<file path="src/rtl/flip_sched_pkg.sv">
// flip_sched_pkg: shared command record, scheduler state encoding and default watchdog limit for flip_scheduler
package flip_sched_pkg;
  localparam int CMD_ADDR_W = 8;
  localparam int CMD_IDX_W = 2;
  localparam int DEFAULT_TIMEOUT = 64;
  typedef struct packed {
    logic [CMD_ADDR_W-1:0] addr;
    logic [CMD_IDX_W-1:0] r1;
    logic [CMD_IDX_W-1:0] r2;
    logic [CMD_IDX_W-1:0] c1;
    logic [CMD_IDX_W-1:0] c2;
  } flip_cmd_t;
  typedef enum logic [2:0] {S_IDLE, S_CHECK, S_ISSUE, S_WAIT, S_RETIRE} sched_state_t;
endpackage

</file>
<file path="src/rtl/flip_cmd_fifo.sv">
// flip_cmd_fifo: DEPTH-entry synchronous command FIFO (push/din in, pop in, dout = head, full/empty out; pointers carry an extra wrap bit)
module flip_cmd_fifo import flip_sched_pkg::*; #(
  parameter type T = flip_cmd_t,
  parameter int DEPTH = 4
) (
  input  logic clk,
  input  logic reset,
  input  logic push,
  input  T     din,
  input  logic pop,
  output T     dout,
  output logic full,
  output logic empty
);
  localparam int AW = $clog2(DEPTH);
  T mem [DEPTH];
  logic [AW:0] wr_ptr, rd_ptr;
  assign empty = wr_ptr == rd_ptr;
  assign full = wr_ptr == {~rd_ptr[AW], rd_ptr[AW-1:0]};
  assign dout = mem[rd_ptr[AW-1:0]];
  always_ff @(posedge clk or negedge reset)
    if (!reset) begin
      wr_ptr <= '0;
      rd_ptr <= '0;
    end else begin
      if (push && !full) wr_ptr <= wr_ptr + 1'b1;
      if (pop && !empty) rd_ptr <= rd_ptr + 1'b1;
    end
  always_ff @(posedge clk)
    if (push && !full) mem[wr_ptr[AW-1:0]] <= din;
endmodule

</file>
<file path="src/rtl/flip_scheduler.sv">
// flip_scheduler: buffers flip commands (cmd_valid/cmd_ready/cmd_*) and issues them one at a time to the flip controller (fc_start/fc_*/fc_done), reporting busy/done_count/skip_count/err_timeout; FLIP_SCHED_WATCHDOG_EN builds the WAIT timeout
module flip_scheduler import flip_sched_pkg::*; #(
  parameter int DEPTH = 4,
  parameter int ADDR_WIDTH = 8,
  parameter int IDX_WIDTH = 2,
  parameter int TIMEOUT_CYCLES = DEFAULT_TIMEOUT
) (
  input  logic                  clk,
  input  logic                  reset,
  input  logic                  cmd_valid,
  output logic                  cmd_ready,
  input  logic [ADDR_WIDTH-1:0] cmd_addr,
  input  logic [IDX_WIDTH-1:0]  cmd_r1,
  input  logic [IDX_WIDTH-1:0]  cmd_r2,
  input  logic [IDX_WIDTH-1:0]  cmd_c1,
  input  logic [IDX_WIDTH-1:0]  cmd_c2,
  output logic                  fc_start,
  output logic [ADDR_WIDTH-1:0] fc_base_addr,
  output logic [IDX_WIDTH-1:0]  fc_r1,
  output logic [IDX_WIDTH-1:0]  fc_r2,
  output logic [IDX_WIDTH-1:0]  fc_c1,
  output logic [IDX_WIDTH-1:0]  fc_c2,
  input  logic                  fc_done,
  output logic                  busy,
  output logic [7:0]            done_count,
  output logic [7:0]            skip_count,
  output logic                  err_timeout
);
  typedef struct packed {
    logic [ADDR_WIDTH-1:0] addr;
    logic [IDX_WIDTH-1:0] r1;
    logic [IDX_WIDTH-1:0] r2;
    logic [IDX_WIDTH-1:0] c1;
    logic [IDX_WIDTH-1:0] c2;
  } cmd_t;
  cmd_t in_cmd, head;
  sched_state_t state;
  logic full, empty, push, pop, degen, timeout;
  assign in_cmd = '{addr: cmd_addr, r1: cmd_r1, r2: cmd_r2, c1: cmd_c1, c2: cmd_c2};
  assign cmd_ready = !full;
  assign push = cmd_valid && !full;
  assign degen = (head.r1 == head.r2) || (head.c1 == head.c2);
  assign pop = (state == S_CHECK && degen) || state == S_RETIRE || timeout;
  assign fc_start = state == S_ISSUE;
  assign busy = !empty || state != S_IDLE;
  assign {fc_base_addr, fc_r1, fc_r2, fc_c1, fc_c2} = (state == S_IDLE) ? '0 : head;
  flip_cmd_fifo #(.T(cmd_t), .DEPTH(DEPTH)) u_fifo (
    .clk(clk),
    .reset(reset),
    .push(push),
    .din(in_cmd),
    .pop(pop),
    .dout(head),
    .full(full),
    .empty(empty)
  );
  always_ff @(posedge clk or negedge reset)
    if (!reset) begin
      state <= S_IDLE;
      done_count <= '0;
      skip_count <= '0;
    end else
      case (state)
        S_IDLE: if (!empty) state <= S_CHECK;
        S_CHECK: begin
          state <= degen ? S_IDLE : S_ISSUE;
          if (degen) skip_count <= skip_count + 8'd1;
        end
        S_ISSUE: state <= S_WAIT;
        S_WAIT: state <= fc_done ? S_RETIRE : timeout ? S_IDLE : S_WAIT;
        S_RETIRE: begin
          state <= S_IDLE;
          done_count <= done_count + 8'd1;
        end
        default: state <= S_IDLE;
      endcase
`ifdef FLIP_SCHED_WATCHDOG_EN
  localparam int WD_W = $clog2(TIMEOUT_CYCLES + 1);
  logic [WD_W-1:0] wd_cnt;
  logic err_q;
  assign timeout = state == S_WAIT && !fc_done && wd_cnt == WD_W'(TIMEOUT_CYCLES - 1);
  assign err_timeout = err_q;
  always_ff @(posedge clk or negedge reset)
    if (!reset) begin
      wd_cnt <= '0;
      err_q <= 1'b0;
    end else begin
      wd_cnt <= (state == S_WAIT) ? wd_cnt + 1'b1 : '0;
      if (timeout) err_q <= 1'b1;
    end
`else
  assign timeout = 1'b0;
  assign err_timeout = 1'b0;
`endif
endmodule

</file>
<file path="config.mk">
export PLATFORM = sky130hd
export DESIGN_NAME = flip_scheduler
export DESIGN_NICKNAME = d
export VERILOG_FILES = /design/src/rtl/flip_sched_pkg.sv /design/src/rtl/flip_cmd_fifo.sv /design/src/rtl/flip_scheduler.sv
export SDC_FILE = /design/constraint.sdc
export NUM_CORES = 1
export LEC_CHECK = 0
export CORE_MARGIN = 5
export CORE_UTILIZATION = 49
export DETAILED_ROUTE_END_ITERATION = 10
export GPL_ROUTABILITY_DRIVEN = 0
export HOLD_SLACK_MARGIN = 0.05
export PLACE_DENSITY_LB_ADDON = 0.15
export SYNTH_ARGS = -nofsm -noshare
export SYNTH_HDL_FRONTEND = slang
export SYNTH_HIERARCHICAL = 1
export SYNTH_SLANG_ARGS = --single-unit
</file>
<file path="constraint.sdc">
create_clock -name clk -period 2.1 [get_ports clk]
set_input_delay 0.315 -clock clk [delete_from_list [all_inputs] [get_ports clk]]
set_output_delay 0.315 -clock clk [all_outputs]
set_load 0.03 [all_outputs]
</file>
==> results.json, run 1 <==
{
  "status": "finished, violations left",
  "violations": "setup timing",
  "multiInputGateArea_mm2": 0.00141,
  "nFillCells": 535,
  "async_flop_share_pct": 28.1,
  "io_pins": 56,
  "die_h_um": 99.0,
  "busiest_layer": "met2",
  "grt_max_degree": 26,
  "drv_cap": 0,
  "die_w_um": 99.0,
  "place_ws_ns": -0.0873,
  "area_delta_synth_final_pct": 36.1,
  "slowest_stage": "mux4_2",
  "firstDrtPassIters": 4,
  "synth_area_mm2": 0.00388,
  "ir_worst_vdd_mv": 0.780,
  "use_met3_pct": 3.18,
  "drive_gt1_share_pct": 36.9,
  "yosysSeqAreaShare_pct": 65.6,
  "grt.met1_usage_pct": 20.2,
  "postLayoutCoreUtil_pct": 68.4,
  "dieArea_mm2": 0.00981,
  "hold_viol_final": 0,
  "syn_nets": 259,
  "ys_ff_latch": 89,
  "cts_buffers": 9,
  "clk_latency_ns": 0.34,
  "setup_viol": 17,
  "io_buffers": 54,
  "synthAdderAreaFrac_pct": 2.26,
  "vias_per_cell": 5.11,
  "clk_pin_slew_worst_paths_ns": 0.08,
  "ant_nets": 0,
  "ctsHoldBuffers": 0,
  "synth-compound-area-share_pct": 3.67,
  "nNetsFinal": 355,
  "clock_skew_ns": 0.0101,
  "critPathArrivalTime_ns": 1.88,
  "finalCritPeriodShare_pct": 104,
  "synthFlopType": "edfxtp_1",
  "syn_area_per_cell_um2": 16.7,
  "drc_errors": 0,
  "path_class": "flip-flop to output pin",
  "instances_no_fill": 435,
  "drv_slew": 0,
  "cp_max_fo": 6,
  "layout_setup_ws_ns": -0.0939,
  "required_ns": 1.78,
  "start_kind": "flip-flop",
  "grt_pass1_wl_um": 11700,
  "htree_levels": 3,
  "grt_use_met2_pct": 25.7,
  "post-place-cells": 408,
  "power_density_mw_per_mm2": 1650,
  "seq_area_mm2": 0.00255,
  "p_leak_nw": 2.02,
  "crit_top_cell": "buf_6",
  "cpPeakStageDelay_ns": 0.48,
  "syn-instance-count": 232,
  "synthMuxAreaShare_pct": 9.86,
  "fmax_ghz": 0.456,
  "setup_tns_ns": -0.738,
  "synth_edf_count": 64,
  "track_usage_pct": 15.5,
  "period_needed_ns": 2.19,
  "grt_overflow": 0,
  "crit_chain": "buf_4 -> buf_12 -> buf_6 -> mux4_2 -> nor2b_4 -> buf_6",
  "rows": 32,
  "grt_pass1_vias": 2329,
  "routed_wl_um": 7220,
  "hp-class": "primary input to asynchronous set/reset pin",
  "synth_top_family_by_area": "multiplexers",
  "antenna_cells": 0,
  "start_util_pct": 50.3,
  "synth-simple-area-share_pct": 9.57,
  "rsz0062_at_grt": "yes",
  "yosysUniqueCellTypes": 41,
  "cp-end-kind": "output pin",
  "yosys_warnings": 6,
  "wire_per_inst_um": 16.6,
  "antenna_found_initial": 0,
  "clkSinkCount": 89,
  "clockBufferDepth": 2,
  "via_count": 2223,
  "drt_iter0_drc": 79,
  "clockRootBuffer": "clkbuf_8",
  "synth_xor_area_share_pct": 6.67,
  "dp_hpwl_um": 4940,
  "design.core.area_mm2": 0.00773,
  "tritoncts": "done"
}
==> synthesized netlist by cell type, drive strengths merged (2+ instances only) <==
cell type,number,area share (%)
a211oi,2,0.52
a21oi,6,0.77
a31oi,2,0.71
and2b,12,2.3
and3,5,0.81
and4,4,0.90
buf,6,1.4
clkbuf,2,0.23
dfrtp,25,16
edfxtp,64,49
ha,7,2.3
inv,7,0.68
mux2,2,0.58
mux4,16,9.3
nand2,9,0.87
nand2b,3,0.48
nand3,6,0.90
nand4,3,0.48
nor2,4,0.39
nor2b,5,0.81
nor3,3,0.39
nor3b,2,0.81
o31ai,4,0.90
xnor2,16,3.8
xor2,11,2.9
==> cell families after synthesis <==
group                      Yosys count
AOI/OAI and AO/OA                   17
adders and majority gates            7
muxes                               18
and+or+nand+nor                     58
xor gates and xnor gates            27
buffers and inverters               15
DFF                                 89
other                                1
==> power by group <==
group	total, mW	leakage [nW]	switching (mW)	internal (mW)
registers	2.60	0.907	0.241	2.36
clock network	1.22	0.102	0.559	0.665
logic	4.92	1.01	2.48	2.44
total	8.74	2.02	3.28	5.46
==> critical path: cells and delay by family (launching register included) <==
kind | cells | cell delay [ns]
buffers and inverters | 4 | 0.49
multiplexers | 1 | 0.48
flip-flops | 1 | 0.42
AND/OR/NAND/NOR | 1 | 0.14
==> placed cells by master (no fill, tap or decap), types with 2 or more instances in the layout <==
cell type,instances
clkinv_1,2
and4_1,4
buf_12,3
clkbuf_8,9
mux4_2,16
nand2b_1,2
inv_1,6
o31ai_1,2
nand3_2,2
and3_4,3
nor2b_4,3
a21oi_1,5
buf_6,28
and3_1,2
dfrtp_1,24
buf_8,4
nand2_1,8
bufinv_16,2
ha_1,7
nand4_1,3
clkdlybuf4s50_1,35
nor2_1,3
xor2_2,4
edfxtp_1,64
mux2_2,2
xnor2_1,14
and2b_1,12
buf_4,22
nand3_1,3
xor2_1,6
==> final cells by class <==
type                    instances  area share (%)
clock buffers                  10            2.41
clock inverters                 6            1.59
inverters                       7           0.497
multi-input cells             128            26.7
flip-flops and latches         89            48.2
well taps                     102            2.41
repair buffers                 93            18.2
==> state kept, by name (all words and copies together), names as in the netlist <==
signal,cells
u_fifo/rd_ptr,3
u_fifo/wr_ptr,3
u_fifo/mem,64
done_count,8
skip_count,8
state,3
==> layer usage <==
layer  vias up  share of wire, %
met3        11               4.8
met2        52                50
li1       1062                 -
met5         -                 0
met1      1098                44
met4         0               1.8
==> path summary, 6_finish.rpt <==
check	from	end	slack, ns	depth (start not counted)
worst min register to register	done_count[7]	done_count[7]	0.47	1
max in group asynchronous	reset	u_fifo/rd_ptr[0]	1.50	2
min in group clk	done_count[7]	done_count[7]	0.47	1
worst min-delay path	reset	skip_count[3]	0.33	2
worst max register to register	u_fifo/rd_ptr[0]	skip_count[5]	-0.08	8
worst max-delay path	u_fifo/rd_ptr[0]	fc_base_addr[3]	-0.09	6
==> per-stage QoR <==
stage | hold slack [ns] | total power, mW | area, um^2
finish | 0.331 | 8.74 | 5290
global route | 0.352 | 9.24 | 5290
CTS | 0.335 | 8.26 | 5080
detailed placement | 0.462 | 6.69 | 4740
global placement | 0.460 | 6.67 | 4740
floorplan | 0.0194 | 5.19 | 3910
==> timing repair <==
item | 4_1_cts | 5_1_grt
setup endpoints to repair | 33 | 86
pin swaps | 4 | 9
cloned | 1 | 0
gates resized for setup | 112 | 48
buffers inserted | 3 | 9
(Power assumes the default switching activity.)
==> run 2, diff against run 1 <==
Settings changed: GPL_TIMING_DRIVEN set to 1.
==> results of run 2 <==
Final layout, timing and power as in run 1 (identical DEF).
